**config.mk**
```make
export PLATFORM = sky130hd
export DESIGN_NAME = irfft_ctrl_flat
export DESIGN_NICKNAME = d
export VERILOG_FILES = /design/src/rtl/fft_pkg.sv /design/src/rtl/irfft_ctrl_if.sv /design/src/rtl/irfft_addr_gen.sv /design/src/rtl/irfft_ctrl.sv /design/src/flat_wrapper.sv
export SDC_FILE = /design/constraint.sdc
export NUM_CORES = 1
export LEC_CHECK = 0
export ABC_CLOCK_PERIOD_IN_PS = 3360
export BUFFER_PORTS_ARGS = -buffer_cell sky130_fd_sc_hd__buf_2
export CAP_MARGIN = 20
export CORE_ASPECT_RATIO = 1.1
export CORE_MARGIN = 4
export CORE_UTILIZATION = 51
export DETAILED_ROUTE_END_ITERATION = 10
export PLACE_DENSITY = 0.8
export SYNTH_ARGS = -nofsm -noshare
export SYNTH_HDL_FRONTEND = slang
export SYNTH_SLANG_ARGS = --single-unit
export TNS_END_PERCENT = 50
```
**constraint.sdc**
```tcl
create_clock -name Clk -period 3.36 [get_ports Clk]
set_input_delay 0.336 -clock Clk [delete_from_list [all_inputs] [get_ports Clk]]
set_output_delay 0.336 -clock Clk [all_outputs]
set_load 0.02 [all_outputs]
```
**src/rtl/fft_pkg.sv**
```systemverilog
// Shared FFT sequencer definitions: state encoding, size constants and the
// radix-2 butterfly address function used by both transform directions.
package fft_pkg;

    typedef enum logic [1:0] {IDLE, ISSUE, DRAIN, DONE} fft_state_e;

    localparam int LOG2N_DEF  = 7;
    localparam int HALF_N_DEF = 1 << (LOG2N_DEF - 1);

    typedef struct packed {
        logic [31:0] addr_a;
        logic [31:0] addr_b;
        logic [31:0] tw_idx;
    } bf_addr_t;

    function automatic int clog2(input int value);
        int result;
        result = 0;
        while ((1 << result) < value) result++;
        return result;
    endfunction

    // Butterfly k of a stage pairs elements that differ only in bit 'stage'.
    function automatic bf_addr_t bf_addr(input int log2n, input int stage, input int bf_idx);
        int       span;
        int       pos;
        int       grp;
        bf_addr_t r;
        span     = 1 << stage;
        pos      = bf_idx & (span - 1);
        grp      = bf_idx >> stage;
        r.addr_a = (grp << (stage + 1)) | pos;
        r.addr_b = r.addr_a + span;
        r.tw_idx = pos << (log2n - 1 - stage);
        return r;
    endfunction

endpackage

```
**src/rtl/irfft_ctrl_if.sv**
```systemverilog
// Butterfly request/retire bus between the sequencer and the shared datapath.
interface irfft_ctrl_if #(
    parameter int LOG2N = 7,
    parameter int SW    = 4
);
    logic             bf_valid;
    logic             bf_ready;
    logic [SW-1:0]    stage;
    logic [LOG2N-2:0] bf_idx;
    logic [LOG2N-1:0] addr_a;
    logic [LOG2N-1:0] addr_b;
    logic [LOG2N-2:0] tw_idx;
    logic             tw_conj;
    logic             bf_wb;

    modport master (
        output bf_valid, stage, bf_idx, addr_a, addr_b, tw_idx, tw_conj,
        input  bf_ready, bf_wb
    );

    modport slave (
        input  bf_valid, stage, bf_idx, addr_a, addr_b, tw_idx, tw_conj,
        output bf_ready, bf_wb
    );
endinterface

```
**src/rtl/irfft_addr_gen.sv**
```systemverilog
// Combinational operand/twiddle address generator for one radix-2 butterfly.
module irfft_addr_gen
    import fft_pkg::*;
#(
    parameter int LOG2N = LOG2N_DEF,
    parameter int SW    = 4
) (
    input  logic [SW-1:0]    stage_i,
    input  logic [LOG2N-2:0] bf_idx_i,
    output logic [LOG2N-1:0] addr_a_o,
    output logic [LOG2N-1:0] addr_b_o,
    output logic [LOG2N-2:0] tw_idx_o
);
    bf_addr_t addr;

    always_comb begin
        addr     = bf_addr(LOG2N, int'(stage_i), int'(bf_idx_i));
        addr_a_o = addr.addr_a[LOG2N-1:0];
        addr_b_o = addr.addr_b[LOG2N-1:0];
        tw_idx_o = addr.tw_idx[LOG2N-2:0];
    end
endmodule

```
**src/rtl/irfft_ctrl.sv**
```systemverilog
// Inverse real FFT sequencer: walks stages LOG2N-1 down to 0, issues one
// butterfly per handshake and drains all in-flight work between stages.
module irfft_ctrl
    import fft_pkg::*;
#(
    parameter int LOG2N        = LOG2N_DEF,
    parameter int MAX_INFLIGHT = 8,
    parameter int SW           = 4
) (
    input  logic         Clk,
    input  logic         Reset,
    input  logic         start_i,
    output logic         busy_o,
    output logic         done_o,
    output logic         err_underflow_o,
    irfft_ctrl_if.master bf
);
    localparam int               IW        = clog2(MAX_INFLIGHT + 1);
    localparam logic [SW-1:0]    TOP_STAGE = SW'(LOG2N - 1);
    localparam logic [IW-1:0]    MAX_CNT   = IW'(MAX_INFLIGHT);

    fft_state_e       state_q, state_d;
    logic [SW-1:0]    stage_q, stage_d;
    logic [LOG2N-2:0] bf_idx_q, bf_idx_d;
    logic [IW-1:0]    inflight_q, inflight_d;
    logic             err_q, err_d;
    logic             handshake;

    // NOTE: sequential state uses non-blocking assignments so every register
    // samples the pre-edge value of its neighbours, independent of block order.
    always_ff @(posedge Clk) begin
        if (Reset) begin
            state_q    <= IDLE;
            stage_q    <= '0;
            bf_idx_q   <= '0;
            inflight_q <= '0;
            err_q      <= 1'b0;
        end else begin
            state_q    <= state_d;
            stage_q    <= stage_d;
            bf_idx_q   <= bf_idx_d;
            inflight_q <= inflight_d;
            err_q      <= err_d;
        end
    end

    // NOTE: every combinational output is given a default first so no path
    // leaves it unassigned, which would otherwise infer a latch.
    always_comb begin
        state_d  = state_q;
        stage_d  = stage_q;
        bf_idx_d = bf_idx_q;
        unique case (state_q)
            IDLE: begin
                if (start_i) begin
                    state_d  = ISSUE;
                    stage_d  = TOP_STAGE;
                    bf_idx_d = '0;
                end
            end
            ISSUE: begin
                if (handshake) begin
                    bf_idx_d = bf_idx_q + 1'b1;
                    if (bf_idx_q == '1) state_d = DRAIN;
                end
            end
            DRAIN: begin
                // Stage s-1 reads stage s results, so wait for every retire.
                if (inflight_d == '0) begin
                    if (stage_q == '0) begin
                        state_d = DONE;
                    end else begin
                        stage_d = stage_q - 1'b1;
                        state_d = ISSUE;
                    end
                end
            end
            DONE:    state_d = IDLE;
            default: state_d = IDLE;
        endcase
    end

    always_comb begin
        inflight_d = inflight_q;
        err_d      = err_q;
        if (bf.bf_wb && (inflight_q == '0)) begin
            // A retire with nothing outstanding is discarded and flagged.
            err_d = 1'b1;
            if (handshake) inflight_d = inflight_q + 1'b1;
        end else if (handshake && !bf.bf_wb) begin
            inflight_d = inflight_q + 1'b1;
        end else if (!handshake && bf.bf_wb) begin
            inflight_d = inflight_q - 1'b1;
        end
    end

    always_comb begin
        bf.bf_valid     = (state_q == ISSUE) && (inflight_q < MAX_CNT);
        busy_o          = (state_q != IDLE);
        done_o          = (state_q == DONE);
        err_underflow_o = err_q;
        bf.stage        = stage_q;
        bf.bf_idx       = bf_idx_q;
        bf.tw_conj      = 1'b1;
    end

    assign handshake = bf.bf_valid && bf.bf_ready;

    irfft_addr_gen #(
        .LOG2N (LOG2N),
        .SW    (SW)
    ) u_addr_gen (
        .stage_i  (stage_q),
        .bf_idx_i (bf_idx_q),
        .addr_a_o (bf.addr_a),
        .addr_b_o (bf.addr_b),
        .tw_idx_o (bf.tw_idx)
    );
endmodule

```
**src/flat_wrapper.sv**
```systemverilog
// flat-port wrapper written by rule: the top's interface ports become plain ports
module irfft_ctrl_flat import fft_pkg::*;
#(
    parameter int LOG2N        = LOG2N_DEF,
    parameter int MAX_INFLIGHT = 8,
    parameter int SW           = 4
)
  (Clk, Reset, start_i, busy_o, done_o, err_underflow_o, bf_bf_valid, bf_stage, bf_bf_idx, bf_addr_a, bf_addr_b, bf_tw_idx, bf_tw_conj, bf_bf_ready, bf_bf_wb);
  irfft_ctrl_if #(.LOG2N(LOG2N), .SW(SW)) bf_i ();
  input  logic Clk;
  input  logic Reset;
  input  logic start_i;
  output logic busy_o;
  output logic done_o;
  output logic err_underflow_o;
  output wire logic [$bits(bf_i.bf_valid)-1:0] bf_bf_valid;
  output wire logic [$bits(bf_i.stage)-1:0] bf_stage;
  output wire logic [$bits(bf_i.bf_idx)-1:0] bf_bf_idx;
  output wire logic [$bits(bf_i.addr_a)-1:0] bf_addr_a;
  output wire logic [$bits(bf_i.addr_b)-1:0] bf_addr_b;
  output wire logic [$bits(bf_i.tw_idx)-1:0] bf_tw_idx;
  output wire logic [$bits(bf_i.tw_conj)-1:0] bf_tw_conj;
  input wire logic [$bits(bf_i.bf_ready)-1:0] bf_bf_ready;
  input wire logic [$bits(bf_i.bf_wb)-1:0] bf_bf_wb;
  assign bf_bf_valid = bf_i.bf_valid;
  assign bf_stage = bf_i.stage;
  assign bf_bf_idx = bf_i.bf_idx;
  assign bf_addr_a = bf_i.addr_a;
  assign bf_addr_b = bf_i.addr_b;
  assign bf_tw_idx = bf_i.tw_idx;
  assign bf_tw_conj = bf_i.tw_conj;
  assign bf_i.bf_ready = bf_bf_ready;
  assign bf_i.bf_wb = bf_bf_wb;
  irfft_ctrl #(.LOG2N(LOG2N), .MAX_INFLIGHT(MAX_INFLIGHT), .SW(SW)) u_core (.Clk(Clk), .Reset(Reset), .start_i(start_i), .busy_o(busy_o), .done_o(done_o), .err_underflow_o(err_underflow_o), .bf(bf_i));
endmodule
```
-- Yosys cells after proc, flatten, opt, wreduce, memory -nomap -nowiden
Index checks and enable logic that the tools add are counted.
W data, S select, Z words.
- bits in registers: 17
- bits of input ports: 5
- output and inout port bits: 35
- word-level logic and storage cells: 63
- add/sub/neg operators: 8
- order comparisons: 1
- equality and inequality tests: 9
- shift-type cells: 4
- multiplexer cells: 17
- bitwise logic cells: 2
- reduce and logical (&&, ||, !) cells: 17
- operators with widths (cell ; count):
    $and A7 B32 Y32 ; 1
    $shl A1 B4 Y32 const A ; 1
    $shl A32 B32 Y6 ; 1
    $shl A32 B5 Y7 ; 1
    $shr A6 B4 Y32 ; 1
    $sub A32 B2 Y32 const B ; 1
    $mux W4 ; 7
    $logic_not A4 Y1 ; 3
    $mux W6 ; 2
    $pmux W6 S2 ; 1
    $mux W2 ; 5
    $pmux W2 S4 ; 1
    $pmux W4 S2 ; 1
    $reduce_and A4 Y1 ; 2
    $sub A4 B1 Y4 const B ; 2
    $add A7 B7 Y7 ; 1
    $or A7 B7 Y7 ; 1
    $add A6 B1 Y6 const B ; 1
    $eq A6 B6 Y1 const B ; 1
    $ne A2 B1 Y1 const B ; 3
    $reduce_bool A2 Y1 ; 3
    $add A4 B1 Y5 const B ; 1
    $logic_and A1 B1 Y1 ; 5
    $sub A3 B4 Y5 const A ; 1
    other kinds (8) ; 11

-- Depth between registers and ports, before layout
- depth in word-level cells: 11
- depth in mapped cells: 15
- depth with buffers taken out: 14

-- By module
From an unflattened synthesis, not the netlist that was laid out.
- cell total of the unflattened synthesis: 306
- area, all modules: 2362.3 µm²
- modules (own cells, without submodules) (module ; instances ; cells an instance ; area an instance (µm²) ; sequential area each (µm²)):
    irfft_addr_gen ; 1 ; 171 ; 1247.4 ; 0.0
    irfft_ctrl ; 1 ; 135 ; 1114.8 ; 340.3

-- Worst setup path after synthesis
No wires, ideal clock.
- kind: reg2out
- start: register u_core.stage_q[2], in the netlist u_core.bf.stage[2]
- end: output port bf_addr_b[6]
- arrival time: 3831 ps
- data required time: 3024 ps
- setup slack: -807 ps
- cell stages (with the launch flop): 16
- path buffers: 2
- cell sequence: dfxtp_1 clkbuf_1 buf_1 nand2_1 xnor2_1 nand2_1 o31ai_1 ha_1 inv_1 fa_1 nor2b_1 o21ai_1 a21boi_1 or4_1 nand3_1 xor2_1
- longest elaborated chain between the ends: 5
- RTL lines (element ; RTL line ; text):
    from (decl) ; irfft_ctrl.sv:23 ; logic [SW-1:0] stage_q, stage_d;
    from (signal assigned) ; irfft_ctrl.sv:40 ; stage_q <= stage_d;
    $shl A1 B4 Y32 ; fft_pkg.sv:29 ; span = 1 << stage;
    $sub A32 B2 Y32 ; fft_pkg.sv:30 ; pos = bf_idx & (span - 1);
    $and A7 B32 Y32 ; fft_pkg.sv:30 ;
    $or A7 B7 Y7 * ; fft_pkg.sv:32 ; r.addr_a = (grp << (stage + 1)) | pos;
    via bf_addr_a[0] ; flat_wrapper.sv:19 ; output wire logic [$bits(bf_i.addr_a)-1:0] bf_addr_a;
    $add A7 B7 Y7 * ; fft_pkg.sv:33 ; r.addr_b = r.addr_a + span;
    to (decl) ; flat_wrapper.sv:20 ; output wire logic [$bits(bf_i.addr_b)-1:0] bf_addr_b;
Mark *: on every way through the listed nets, which the timed path passes. The rest lies on a longest branch.

-- Worst setup path after layout
- start: register u_core.stage_q[0], in the netlist u_core.bf.stage[0]
- end: output port bf_addr_b[6]
- longest elaborated chain between the ends: 5
- RTL lines (element ; RTL line):
    $shl A1 B4 Y32 ; fft_pkg.sv:29
    $sub A32 B2 Y32 ; fft_pkg.sv:30
    $and A7 B32 Y32 ; fft_pkg.sv:30
    $or A7 B7 Y7 ; fft_pkg.sv:32
    $add A7 B7 Y7 * ; fft_pkg.sv:33
Every way passes the cells marked *; elsewhere a longest branch is shown, timed or not.

==> flow_summary.yaml <==
logic_synthesis:
  synth_top_area_frac: 0.164
  synth_top_family_by_area: "simple AND/OR/NAND/NOR gates"
  synth_seq_cells: 17
  synth_xor_area_frac: 0.0633
  syn-mean-instance-area_sq_um: 7.50
  yosys_warnings: 0
  yosys-top-cells-area: "dfxtp_1, ha_1, a21oi_1, nor2_1, xnor2_1"
  synth_edf_count: 0
  synth_compound_area_frac: 0.231
  yosys.area_share.simple: 0.313
  synth_common_cells: "nor2_1, nand2_1, a21oi_1, inv_1, ha_1"
  synth_top_area_cell: "dfxtp_1"
  syn_area_sq_um: 2080
  yosysMostFrequentCell: "nor2_1"
  async_reset_ff_frac: 0
  synth_adder_area_share: 0.118
  synth-main-ff-cell: "dfxtp_1"
  muxShareOfSynthArea: 0.0211
  synth_nets: 301
  syn_inst: 277
  synth.distinct_cells: 64
  ys_seq_area_frac: 0.164
timing:
  fin_crit_sh: 1.02
  relSlewSlack: 0.458
  period_needed_ns: 3.42
  finalSetupViolCount: 1
  maxSlewViolCount: 0
  fin_ws_ns: -0.0592
  fin_tns_setup_ns: -0.0592
  skew_ns: 0.000469
  hold_violations: 0
  fmax_mhz: 292
  rsz0062_at_grt: "true"
  max_slew.worst_pin.slew_ns: 0.807
final_layout:
  nets: 366
  fillerInstances: 343
  insertedDiodeCount: 0
  drive_gt1_frac: 0.393
  area_growth_pct: 35.2
  layoutNonFillerInstCount: 393
outcome:
  outcome: "finished with violations"
  failed_checks: "negative setup slack"
routing:
  first_pass_iters: 5
  vias: 2330
  antenna_left: 0
  drc: 0
  viasPerCell: 5.93
  dr.first_iter.drc_count: 163
  routed_wl_microns: 6250
  wire_per_inst_microns: 15.9
placed_design:
  gp_congestion: 0.995
  dp_hpwl_microns: 4590
  io_buffers: 38
  numPlacedInstances: 374
  post-place-ws_ns: -0.000318
grt:
  grt_use_total: 0.248
  grt_pass1_vias: 2239
  grt_pass1_wl_microns: 9950
  grt_start_max_net_pins: 18
  overflow: 0
  antenna_found_initial: 0
die:
  dieHeight_microns: 74.9
  core-area_sq_um: 3930
  dieArea_sq_um: 5160
  num_rows: 24
  die_w_microns: 68.8
  pin_count: 40
  initial_core_util: 0.528
clock_network:
  root_buffer: "clkbuf_8"
  clkTransAtPathRegs_ns: 0.06
  cts_sinks: 17
  clock_path_buffers: 2
  cts_max_level: 1
  tritoncts.num_buffers: 3
  clk-insertion-delay-late_ns: 0.26
  cts_tree: "done"
setup_path:
  worstReg2RegStart: "u_core.inflight_q[0]"
  arrival_ns: 3.08
  start_kind: "flip-flop"
  critPathMaxStageDelay_ns: 0.43
  worst_r2r_path_depth: 8
  critPathKind: "reg -> out"
  cp-startpoint: "u_core.bf.stage[0]"
  end_kind: "primary output"
  r2r_slack_ns: 0.72
  required_ns: 3.02
  critPathMaxFanout: 7
  slowest_stage: "dfxtp_4"
  cp_cell_sequence: "and2_4 > nand2_2 > xnor2_2 > nand2_2 > o31ai_4 > ha_2 > inv_1 > fa_2 > nor2b_1 > o21ai_1 > a21boi_2 > or4_1 > nand3_2 > xor2_2 > buf_6"
  regToRegEndpoint: "u_core.bf.stage[1]"
  cpMostUsedCell: "nand2_2"
min_path:
  holdPathStages: 2
  hp-start: "Reset"
  min-delay-path-class: "in -> reg"
  worstHoldEndpoint: "u_core.inflight_q[2]"
pwr:
  power_mw: 0.888
  vdd_ir_drop_max_mv: 0.366
  p_per_area_nw_per_um2: 316
  p_leak_nw: 1.22
flow_run:
  cap_violations: 0
per-stage QoR:
step	hold WS (ns)	instance area, sq um	utilization
floorplan	0.498	2180	-
global placement	0.451	2480	0.631
detailed placement	0.454	2480	0.631
CTS	0.455	2680	0.680
global route	0.470	2810	0.714
finish	0.449	2810	0.714
worst max-delay path: cells and delay by family (launching register included):
kind	cells	cell delay, ns
AOI/OAI and AO/OA	3	0.54
xor gates and xnor gates	2	0.37
adders and majority gates	2	0.56
buffers and inverters	2	0.19
DFF	1	0.43
and+or+nand+nor	6	0.72
final cells by class:
class	count	area [sq um]	area share
Timing Repair Buffer	74	478	0.170
Inverter	20	80.1	0.0285
Clock buffer	4	45.0	0.0160
Sequential cell	17	352	0.125
Tap cell	52	65.1	0.0232
Multi-Input combinational cell	226	1790	0.637
cells in the final DEF (no fill, tap or decap), drive strengths merged, types with 5 or more instances in the layout:
master and count:
buf 74, nor2 25, nand2 23, inv 20
a21oi 19, ha 18, dfxtp 17, o21ai 13
nor3 12, nand3 12, xnor2 10, nand4 8
a31oi 6, nor2b 5, nand2b 5, and2 5
xor2 5
power by group:
part | switching (mW) | internal, mW
Clock | 0.0712 | 0.0844
Sequential | 0.0360 | 0.225
Combinational | 0.277 | 0.194
Total | 0.384 | 0.504
logic make-up after synthesis:
group                      Yosys count
adders and majority gates           19
DFF                                 17
buffers and inverters               34
other                                1
muxes                                4
and+or+nand+nor                    118
xor gates and xnor gates            15
AOI/OAI and AO/OA                   69
flip-flops by register name (all words and copies together), names as in the netlist:
signal / flops
u_core.bf.bf_idx: 6
u_core.bf.stage: 4
u_core.err_underflow_o: 1
u_core.inflight_q: 4
u_core.state_q: 2
metal layers:
layer,GRT usage,vias up,share of wire
met4,0.106,0,0.029
met2,0.448,99,0.52
met3,0.0209,25,0.054
li1,-,1132,-
met1,0.295,1074,0.40
met5,0,-,0
worst max path at each step:
stage	end	slack, ns
5_1_grt	bf_addr_b[6]	-0.20
6_report	bf_addr_b[6]	-0.06
4_1_cts	bf_addr_b[6]	-0.08
3_3_place_gp	bf_addr_b[6]	0.11
3_5_place_dp	bf_addr_b[6]	-0.0003
2_1_floorplan	bf_addr_b[6]	0.004
timing repair:
| item | in CTS | in global routing |
|---|---|---|
| pin swaps | 3 | 8 |
| buffers inserted | 8 | 7 |
| cloned | 0 | 0 |
| hold buffers | 0 | 0 |
| endpoints found under the setup margin | 2 | 2 |
| resized for setup | 19 | 25 |
(Power assumes the default switching activity.)
